`config.mk`:
```
export PLATFORM = sky130hd
export DESIGN_NAME = a_pulse_conditioner_flat
export DESIGN_NICKNAME = d
export VERILOG_FILES = /design/src/rtl/a_pulse_conditioner_if.sv /design/src/rtl/a_pulse_conditioner.sv /design/src/flat_wrapper.sv
export SDC_FILE = /design/constraint.sdc
export NUM_CORES = 1
export LEC_CHECK = 0
export ABC_AREA = 1
export BUFFER_PORTS_ARGS = -buffer_cell sky130_fd_sc_hd__buf_4
export CAP_MARGIN = 20
export CELL_PAD_IN_SITES_DETAIL_PLACEMENT = 0
export CELL_PAD_IN_SITES_GLOBAL_PLACEMENT = 1
export CORE_MARGIN = 8
export CORE_UTILIZATION = 36
export DETAILED_ROUTE_END_ITERATION = 10
export PLACE_DENSITY_LB_ADDON = 0.1
export SLEW_MARGIN = 25
export SYNTH_ARGS = -nofsm -noshare
export SYNTH_HDL_FRONTEND = slang
export SYNTH_SLANG_ARGS = --single-unit
```
`constraint.sdc`:
```
create_clock -name clk -period 1.35 [get_ports clk]
set_input_delay 0.27 -clock clk [delete_from_list [all_inputs] [get_ports clk]]
set_output_delay 0.27 -clock clk [all_outputs]
set_load 0.01 [all_outputs]
```
`src/rtl/a_pulse_conditioner_if.sv`:
```
// Signal bundle between the raw-input conditioner and whatever drives/consumes it.
// The slave side is the conditioner; the master side drives din/en and observes the results.
interface a_pulse_conditioner_if #(
  parameter int GLITCH_W = 8
);
  logic                din;
  logic                en;
  logic                a;
  logic                level;
  logic                busy;
  logic [GLITCH_W-1:0] glitch_cnt;

  modport master (output din, en, input a, level, busy, glitch_cnt);
  modport slave  (input din, en, output a, level, busy, glitch_cnt);
endinterface

```
`src/rtl/a_pulse_conditioner.sv`:
```
// Synchronises and debounces a raw input, emitting one single-cycle 'a' pulse per clean
// rising edge for the downstream step sequencer, and counts rejected glitches.
module a_pulse_conditioner #(
  parameter int SYNC_STAGES = 2,
  parameter int DB_CYCLES   = 4,
  parameter int GLITCH_W    = 8
) (
  input  logic                   clk,
  input  logic                   rstn,
  a_pulse_conditioner_if.slave   pif
);

  localparam int CNT_W = $clog2(DB_CYCLES + 1);
  localparam logic [CNT_W-1:0] CNT_LAST = CNT_W'(DB_CYCLES - 1);

  typedef enum logic [1:0] {LOW, RISE_CHK, HIGH, FALL_CHK} state_t;

  logic [SYNC_STAGES-1:0] sync_reg;
  logic                   din_s;
  state_t                 state_reg, state_next;
  logic [CNT_W-1:0]       cnt_reg, cnt_next;
  logic                   a_reg, a_next;
  logic                   level_reg, level_next;
  logic                   busy_reg, busy_next;
  logic [GLITCH_W-1:0]    glitch_reg, glitch_next;
  logic                   reject;

  assign din_s = sync_reg[SYNC_STAGES-1];

  // The synchroniser keeps running regardless of en.
  always_ff @(posedge clk or negedge rstn) begin
    if (!rstn) begin
      sync_reg   <= '0;
      state_reg  <= LOW;
      cnt_reg    <= '0;
      a_reg      <= 1'b0;
      level_reg  <= 1'b0;
      busy_reg   <= 1'b0;
      glitch_reg <= '0;
    end else begin
      sync_reg   <= {sync_reg[SYNC_STAGES-2:0], pif.din};
      state_reg  <= state_next;
      cnt_reg    <= cnt_next;
      a_reg      <= a_next;
      level_reg  <= level_next;
      busy_reg   <= busy_next;
      glitch_reg <= glitch_next;
    end
  end

  always_comb begin
    state_next = state_reg;
    cnt_next   = cnt_reg;
    if (!pif.en) begin
      state_next = LOW;
      cnt_next   = '0;
    end else begin
      case (state_reg)
        LOW: begin
          if (din_s) begin
            state_next = RISE_CHK;
            cnt_next   = '0;
          end
        end
        RISE_CHK: begin
          if (!din_s)                  state_next = LOW;
          else if (cnt_reg == CNT_LAST) state_next = HIGH;
          else                          cnt_next   = cnt_reg + 1'b1;
        end
        HIGH: begin
          if (!din_s) begin
            state_next = FALL_CHK;
            cnt_next   = '0;
          end
        end
        FALL_CHK: begin
          if (din_s)                    state_next = HIGH;
          else if (cnt_reg == CNT_LAST) state_next = LOW;
          else                          cnt_next   = cnt_reg + 1'b1;
        end
        default: begin
          state_next = LOW;
          cnt_next   = '0;
        end
      endcase
    end
  end

  // A check that falls back to where it started was a glitch; en=0 aborts are not counted.
  always_comb begin
    reject = pif.en &&
             (((state_reg == RISE_CHK) && (state_next == LOW)) ||
              ((state_reg == FALL_CHK) && (state_next == HIGH)));
    a_next      = (state_reg == RISE_CHK) && (state_next == HIGH);
    level_next  = (state_next == HIGH) || (state_next == FALL_CHK);
    busy_next   = (state_next == RISE_CHK) || (state_next == FALL_CHK);
    glitch_next = glitch_reg;
    if (reject && !(&glitch_reg))
      glitch_next = glitch_reg + 1'b1;
  end

  assign pif.a          = a_reg;
  assign pif.level      = level_reg;
  assign pif.busy       = busy_reg;
  assign pif.glitch_cnt = glitch_reg;

endmodule

```
`src/flat_wrapper.sv`:
```
// flat-port wrapper written by rule: the top's interface ports become plain ports
module a_pulse_conditioner_flat 
#(
  parameter int SYNC_STAGES = 2,
  parameter int DB_CYCLES   = 4,
  parameter int GLITCH_W    = 8
)
  (clk, rstn, pif_din, pif_en, pif_a, pif_level, pif_busy, pif_glitch_cnt);
  a_pulse_conditioner_if #(.GLITCH_W(GLITCH_W)) pif_i ();
  input  logic clk;
  input  logic rstn;
  input wire logic [$bits(pif_i.din)-1:0] pif_din;
  input wire logic [$bits(pif_i.en)-1:0] pif_en;
  output wire logic [$bits(pif_i.a)-1:0] pif_a;
  output wire logic [$bits(pif_i.level)-1:0] pif_level;
  output wire logic [$bits(pif_i.busy)-1:0] pif_busy;
  output wire logic [$bits(pif_i.glitch_cnt)-1:0] pif_glitch_cnt;
  assign pif_i.din = pif_din;
  assign pif_i.en = pif_en;
  assign pif_a = pif_i.a;
  assign pif_level = pif_i.level;
  assign pif_busy = pif_i.busy;
  assign pif_glitch_cnt = pif_i.glitch_cnt;
  a_pulse_conditioner #(.SYNC_STAGES(SYNC_STAGES), .DB_CYCLES(DB_CYCLES), .GLITCH_W(GLITCH_W)) u_core (.clk(clk), .rstn(rstn), .pif(pif_i));
endmodule
```
==> results of run 1 <==
[worst max-delay path, stage by stage (launching register included)]
cell and delay (ps):
dfrtp_1 400, ha_2 200, ha_4 170, nand3_2 80, nand4_1 170, buf_4 190, nand2_2 90, nand3_1 80
nand2_1 80
[placed cells by master, fill, tap and decap left out, types with 2 or more instances in the layout]
cell / instances
buf_4: 23
clkbuf_4: 3
dfrtp_1: 17
ha_4: 2
inv_1: 13
nand2_1: 36
nand2_4: 5
nand3_1: 10
nand3_2: 4
nand3b_1: 2
nor2_1: 4
o21ai_1: 2
xnor2_1: 2
[cell type report]
cell class	instances	share of cell area (%)
Sequential cell	17	33.8
Multi-Input combinational cell	78	41.5
Inverter	14	4.17
Tap cell	30	2.98
Clock buffer	3	1.79
Timing Repair Buffer	25	15.4
Clock inverter	1	0.397
[power by group through the flow]
stage | sequential [W] | combinational, W | clock, W
2_1_floorplan | 0.000636 | 0.000116 | 0
3_3_place_gp | 0.000603 | 0.000335 | 0
3_5_place_dp | 0.000604 | 0.000326 | 0
4_1_cts | 0.000595 | 0.000329 | 0.000295
5_1_grt | 0.000602 | 0.000368 | 0.000317
6_report | 0.000595 | 0.000332 | 0.000282
[cells by family after synthesis]
logic type	after synthesis	synth area share [%]
AO/OA/AOI/OAI	4	2.33
XOR/XNOR	3	2.88
flip-flops	17	46.6
buffers and inverters	14	5.75
adder cells (fa/ha/maj)	3	4.11
AND/OR/NAND/NOR	67	38.4
[final timing paths]
kind,startpoint,end,slack (ps),cells past startpoint
setup / recovery,u_core.cnt_reg[0],u_core.pif.glitch_cnt[4],-160,8
hold / removal,pif_din,u_core.sync_reg[0],80,1
min in group asynchronous,rstn,u_core.state_reg[1],360,2
hold reg to reg,u_core.sync_reg[0],u_core.sync_reg[1],370,0
setup reg to reg,u_core.cnt_reg[0],u_core.pif.glitch_cnt[4],-160,8
max in group asynchronous,rstn,u_core.pif.glitch_cnt[4],790,2
[per-stage QoR]
step	worst slack, ps	utilization [%]	instance area, sq um
final	-165	51.8	1260
after global routing	-249	51.8	1260
after CTS	-157	49.4	1200
after detailed placement	-127	47.8	1160
after global placement	-129	47.8	1160
after floorplan	-34.4	-	953
[per-layer routing]
metal	up-vias	wire, um	global-route usage (%)
met2	13	958	17.6
met3	2	104	4.07
met5	-	0	0
met4	0	15	2.67
li1	404	-	-
met1	367	919	11.7
[timing repair]
item / 4_1_cts / 5_1_grt
hold buffers: 1 / 0
cloned: 0 / 1
buffers inserted: 0 / 1
endpoints found under the setup margin: 11 / 12
pin swaps: 1 / 4
endpoints found under the hold margin: 17 / 0
gates resized for setup: 1 / 10
==> metrics.md, run 1 <==
| Metric | Value |
|---|---|
| Die ar. | 4400 sq um |
| Seq/Total Area, Yosys | 46.6% |
| FF+latch count, synth | 17 |
| Hold slack | 76.4 ps |
| Syn Inst Count | 108 |
| Antenna violations before repair | 0 |
| Vias in the first global route | 830 |
| CP Launch Type | register |
| TritonRoute pass-1 iters | 5 |
| Share of cells above drive strength 1 | 34.8% |
| DIE WIDTH | 66.4 um |
| Power, Total | 0.00121 W |
| Max-Cap Viols | 0 |
| Port Buffer Count | 14 |
| Total gr overflow | 0 |
| Overall routed net length | 2.00 mm |
| Fin crit share | 112% |
| Post-synth EDFFs | 0 |
| Area taken by flip-flops and latches | 425 sq um |
| Int Power | 0.000831 W |
| Peak supply drop | 882 uV |
| Initial DRC count | 67 |
| Sum Neg Setup Slack | -1170 ps |
| Outcome | finished, violations left |
| Largest net degree at the start of global routing | 18 |
| Initial Utilization | 37.6% |
| Max-slew headroom | 80.7% |
| WL/cell | 11.9 um |
| Critical path capture point type | register |
| Root Buffer | clkbuf_4 |
| Core Rows | 18 |
| Total core area | 2430 sq um |
| Top_reg_cell synth | dfrtp_1 |
| # nets final | 146 |
| Cells after DPL | 161 |
| Clock sinks | 17 |
| Syn. warnings | 0 |
| Power Dens Cells | 960 nW/um^2 |
| Clock transition at path regs | 110 ps |
| Tot GR Track Use | 10.3% |
| CP Max Fanout | 4 |
| Post-DP HPWL | 1.49 mm |
| Hold WC Path Type | in2reg |
| WP data required | 1590 ps |
| FILL cells | 235 |
| Antenna diodes | 0 |
| Fin. Hold Viols | 0 |
| Failing checks | setup timing |
| Slew @ Worst Pin | 290 ps |
| Logic pwr share | 27.4% |
| Switch Pwr | 0.000379 W |
| Synthesized area | 913 sq um |
| CTS max path bufs | 2 |
| Max FFs per register | 8 |
| Syn_nets | 115 |
| TritonCTS Buffers | 3 |
| GP Congestion | 0.753 |
| Area leader, netlist | dfrtp_1 |
| Setup Viol. Count Final | 9 |
| RSZ-0062 raised after global routing | yes |
| Leakage | 0.680 nW |
| Count leader, synth | nand2_1 |
| H-tree Lvls | 1 |
| Fraction of registers with async set/reset | 100% |
| Worst-Skew Late Latency | 290 ps |
| Die H | 66.4 um |
| Share of the synthesized area in the top cell type | 46.6% |
| DR vias/cell | 4.68 |
| CTS tree | yes |
| Arrival @ worst endpoint | 1750 ps |
| Seq pwr share | 49.2% |
| Clock Power Share | 23.4% |
| Synth top cells by count | nand2_1 (37), dfrtp_1 (17), nand3_1 (14) |
| Clock Skews | 7.40 ps |
| Synth unique cells | 19 |
| IO Pins | 15 |
| Wire length of the first global-routing pass | 3.57 mm |
| Avg Cell Area, Syn | 8.46 sq um |
| DRC violations left | 0 |
| Fin. max-slew vios | 0 |
| Footprint of the multi-input gates | 523 sq um |
| Min Tclk post-route | 1510 ps |
| F_max | 660 MHz |
| Final non-filler cell total | 168 |
| Vias | 786 |
| Sw Share | 31.3% |
| Final setup margin | -165 ps |
| Setup CP Type | reg2reg |
| Area grow syn2layout | 37.9% |
| Post-DRT Antenna Nets | 0 |
| Largest cells by area after synthesis | dfrtp_1 (47%), nand2_1 (15%), nand3_1 (7.7%), inv_1 (5.3%), ha_1 (4.1%) |
(Power assumes the default switching activity.)
==> run 2, diff against run 1 <==
CORE_MARGIN = 1   (was 8)
CORE_UTILIZATION = 30   (was 36)
==> metrics.md, run 2 (synthesized netlist as in run 1, its figures left out) <==
| Metric | Value |
|---|---|
| Outcome | finished, violations left |
| Failing checks | setup timing |
| Int Power | 0.000840 W |
| IO Pins | 15 |
| WP data required | 1550 ps |
| Reg-to-reg startpoint | u_core.cnt_reg[0] |
| Vias | 804 |
| Clock transition at path regs | 110 ps |
| Setup Viol. Count Final | 11 |
| CP Capture Point | u_core.pif.glitch_cnt[0] |
| TritonRoute pass-1 iters | 4 |
| Worst reg2reg path depth | 9 |
| FILL cells | 282 |
| Logic pwr share | 28.1% |
| CP delay by family, top | simple AND/OR/NAND/NOR gates |
| Hold WC Path Type | in2reg |
| Peak supply drop | 662 uV |
| Wire length of the first global-routing pass | 3.29 mm |
| Power Dens Cells | 955 nW/um^2 |
| Max-slew headroom | 78.0% |
| Vias in the first global route | 723 |
| Antenna violations before repair | 0 |
| Clock sinks | 17 |
| CP startpoint | u_core.cnt_reg[0] |
| Tot GR Track Use | 13.4% |
| Final setup margin | -165 ps |
| Area grow syn2layout | 41.0% |
| Leakage | 0.689 nW |
| Worst R2R End | u_core.pif.glitch_cnt[0] |
| Total core area | 2830 sq um |
| Antenna diodes | 0 |
| DIE WIDTH | 57.2 um |
| Initial DRC count | 12 |
| Post-DP HPWL | 1.39 mm |
| # nets final | 149 |
| Switch Pwr | 0.000389 W |
| Power, Total | 0.00123 W |
| Max-Cap Viols | 0 |
| Seq pwr share | 48.4% |
| CTS tree | yes |
| CP Cell Sequence | ha_2 > ha_4 > nand2_4 > nand3_2 > nand2_4 > nor2_8 > nand2_8 > nand2_1 > nand2_1 |
| Clock Power Share | 23.5% |
| Share of cells above drive strength 1 | 37.6% |
| DRC violations left | 0 |
| H-tree Lvls | 1 |
| Slowest CP cell | dfrtp_1 |
| Arrival @ worst endpoint | 1710 ps |
| CTS max path bufs | 2 |
| DR vias/cell | 4.67 |
| Final Util | 45.5% |
| Overall routed net length | 2.00 mm |
| Max stage delay on crit path | 380 ps |
| Initial Utilization | 32.3% |
| R2r setup slk | -160 ps |
| Critical path capture point type | register |
| Root Buffer | clkbuf_4 |
| Die H | 57.2 um |
| CP Launch Type | register |
| Port Buffer Count | 14 |
| WL/cell | 11.6 um |
| Fin crit share | 112% |
| Fin. max-slew vios | 0 |
| Min Tclk post-route | 1510 ps |
| Post-DRT Antenna Nets | 0 |
| Largest net degree at the start of global routing | 18 |
| Worst path depth | 9 |
| F_max | 660 MHz |
| RSZ-0062 raised after global routing | yes |
| Setup CP Type | reg2reg |
| Core Rows | 19 |
| Slew @ Worst Pin | 329 ps |
| TritonCTS Buffers | 3 |
| Worst-Skew Late Latency | 310 ps |
| CP Max Fanout | 8 |
| Commonest non-fill, non-tap cell in the layout | nand2_1 |
| Max FFs per register | 8 |
| Sw Share | 31.6% |
| Total gr overflow | 0 |
| GP Congestion | 0.738 |
| Bufs and invs on worst path | 0 |
| Most frequent cells in the layout | nand2_1 (34), buf_4 (25), dfrtp_1 (16) |
| Die ar. | 3270 sq um |
| Clock Skews | 6.94 ps |
| Fin. Hold Viols | 0 |
==> run 2: changes by cell type in the layout (fill, tap and decap cells not counted), sizes merged <==
cell and change:
nor2 +1, buf +2
==> run 2: cell type report <==
class,count,area (sq um),area share [%]
Sequential cell,17,427,33.1
Clock inverter,1,5.00,0.389
Timing Repair Buffer,27,209,16.2
Multi-Input combinational cell,79,533,41.4
Tap cell,31,38.8,3.01
Clock buffer,3,22.5,1.75
Inverter,14,52.6,4.08
==> run 2: worst min path at each step <==
stage / from / end / depth (start not counted)
after global placement: rstn / u_core.pif.a / 1
after CTS: pif_din / u_core.sync_reg[0] / 1
after global routing: pif_din / u_core.sync_reg[0] / 1
after floorplan: rstn / u_core.cnt_reg[0] / 0
after detailed placement: rstn / u_core.pif.a / 1
final: pif_din / u_core.sync_reg[0] / 1
==> run 2: what timing repair did <==
item                                    in CTS  in global routing
gates cloned                                 1                  1
setup buffers                                1                  1
hold endpoints to repair                    17                  0
hold buffers                                 1                  0
endpoints found under the setup margin      11                 13
pin swaps                                    3                 10
resized for setup                            3                  8
==> run 2: routing by layer <==
layer	track usage [%]	part of all wire, %	routed length, um
met5	0	0	0
met4	5.92	2.3	46
met3	4.76	4.0	80
met2	20.5	47	940
met1	17.1	47	934
==> run 2: power by group through the flow <==
stage | clock network [W] | logic (W) | registers [W]
6_report | 0.000289 | 0.000345 | 0.000595
5_1_grt | 0.000338 | 0.000378 | 0.000602
4_1_cts | 0.000299 | 0.000333 | 0.000593
3_5_place_dp | 0 | 0.000326 | 0.000603
3_3_place_gp | 0 | 0.000336 | 0.000602
2_1_floorplan | 0 | 0.000116 | 0.000636
==> run 2: per-stage QoR <==
| stage | instances | setup slack [ps] | hold slack, ps | setup TNS [ps] | area [sq um] |
|---|---|---|---|---|---|
| 2_1_floorplan | 108 | -34.4 | -25.6 | -269 | 953 |
| 3_5_place_dp | 163 | -133 | 151 | -972 | 1170 |
| 6_report | 172 | -165 | 59.6 | -1440 | 1290 |
| 3_3_place_gp | 163 | -119 | 153 | -887 | 1170 |
| 5_1_grt | 172 | -253 | 32.5 | -2410 | 1290 |
| 4_1_cts | 170 | -160 | 54.9 | -1310 | 1240 |
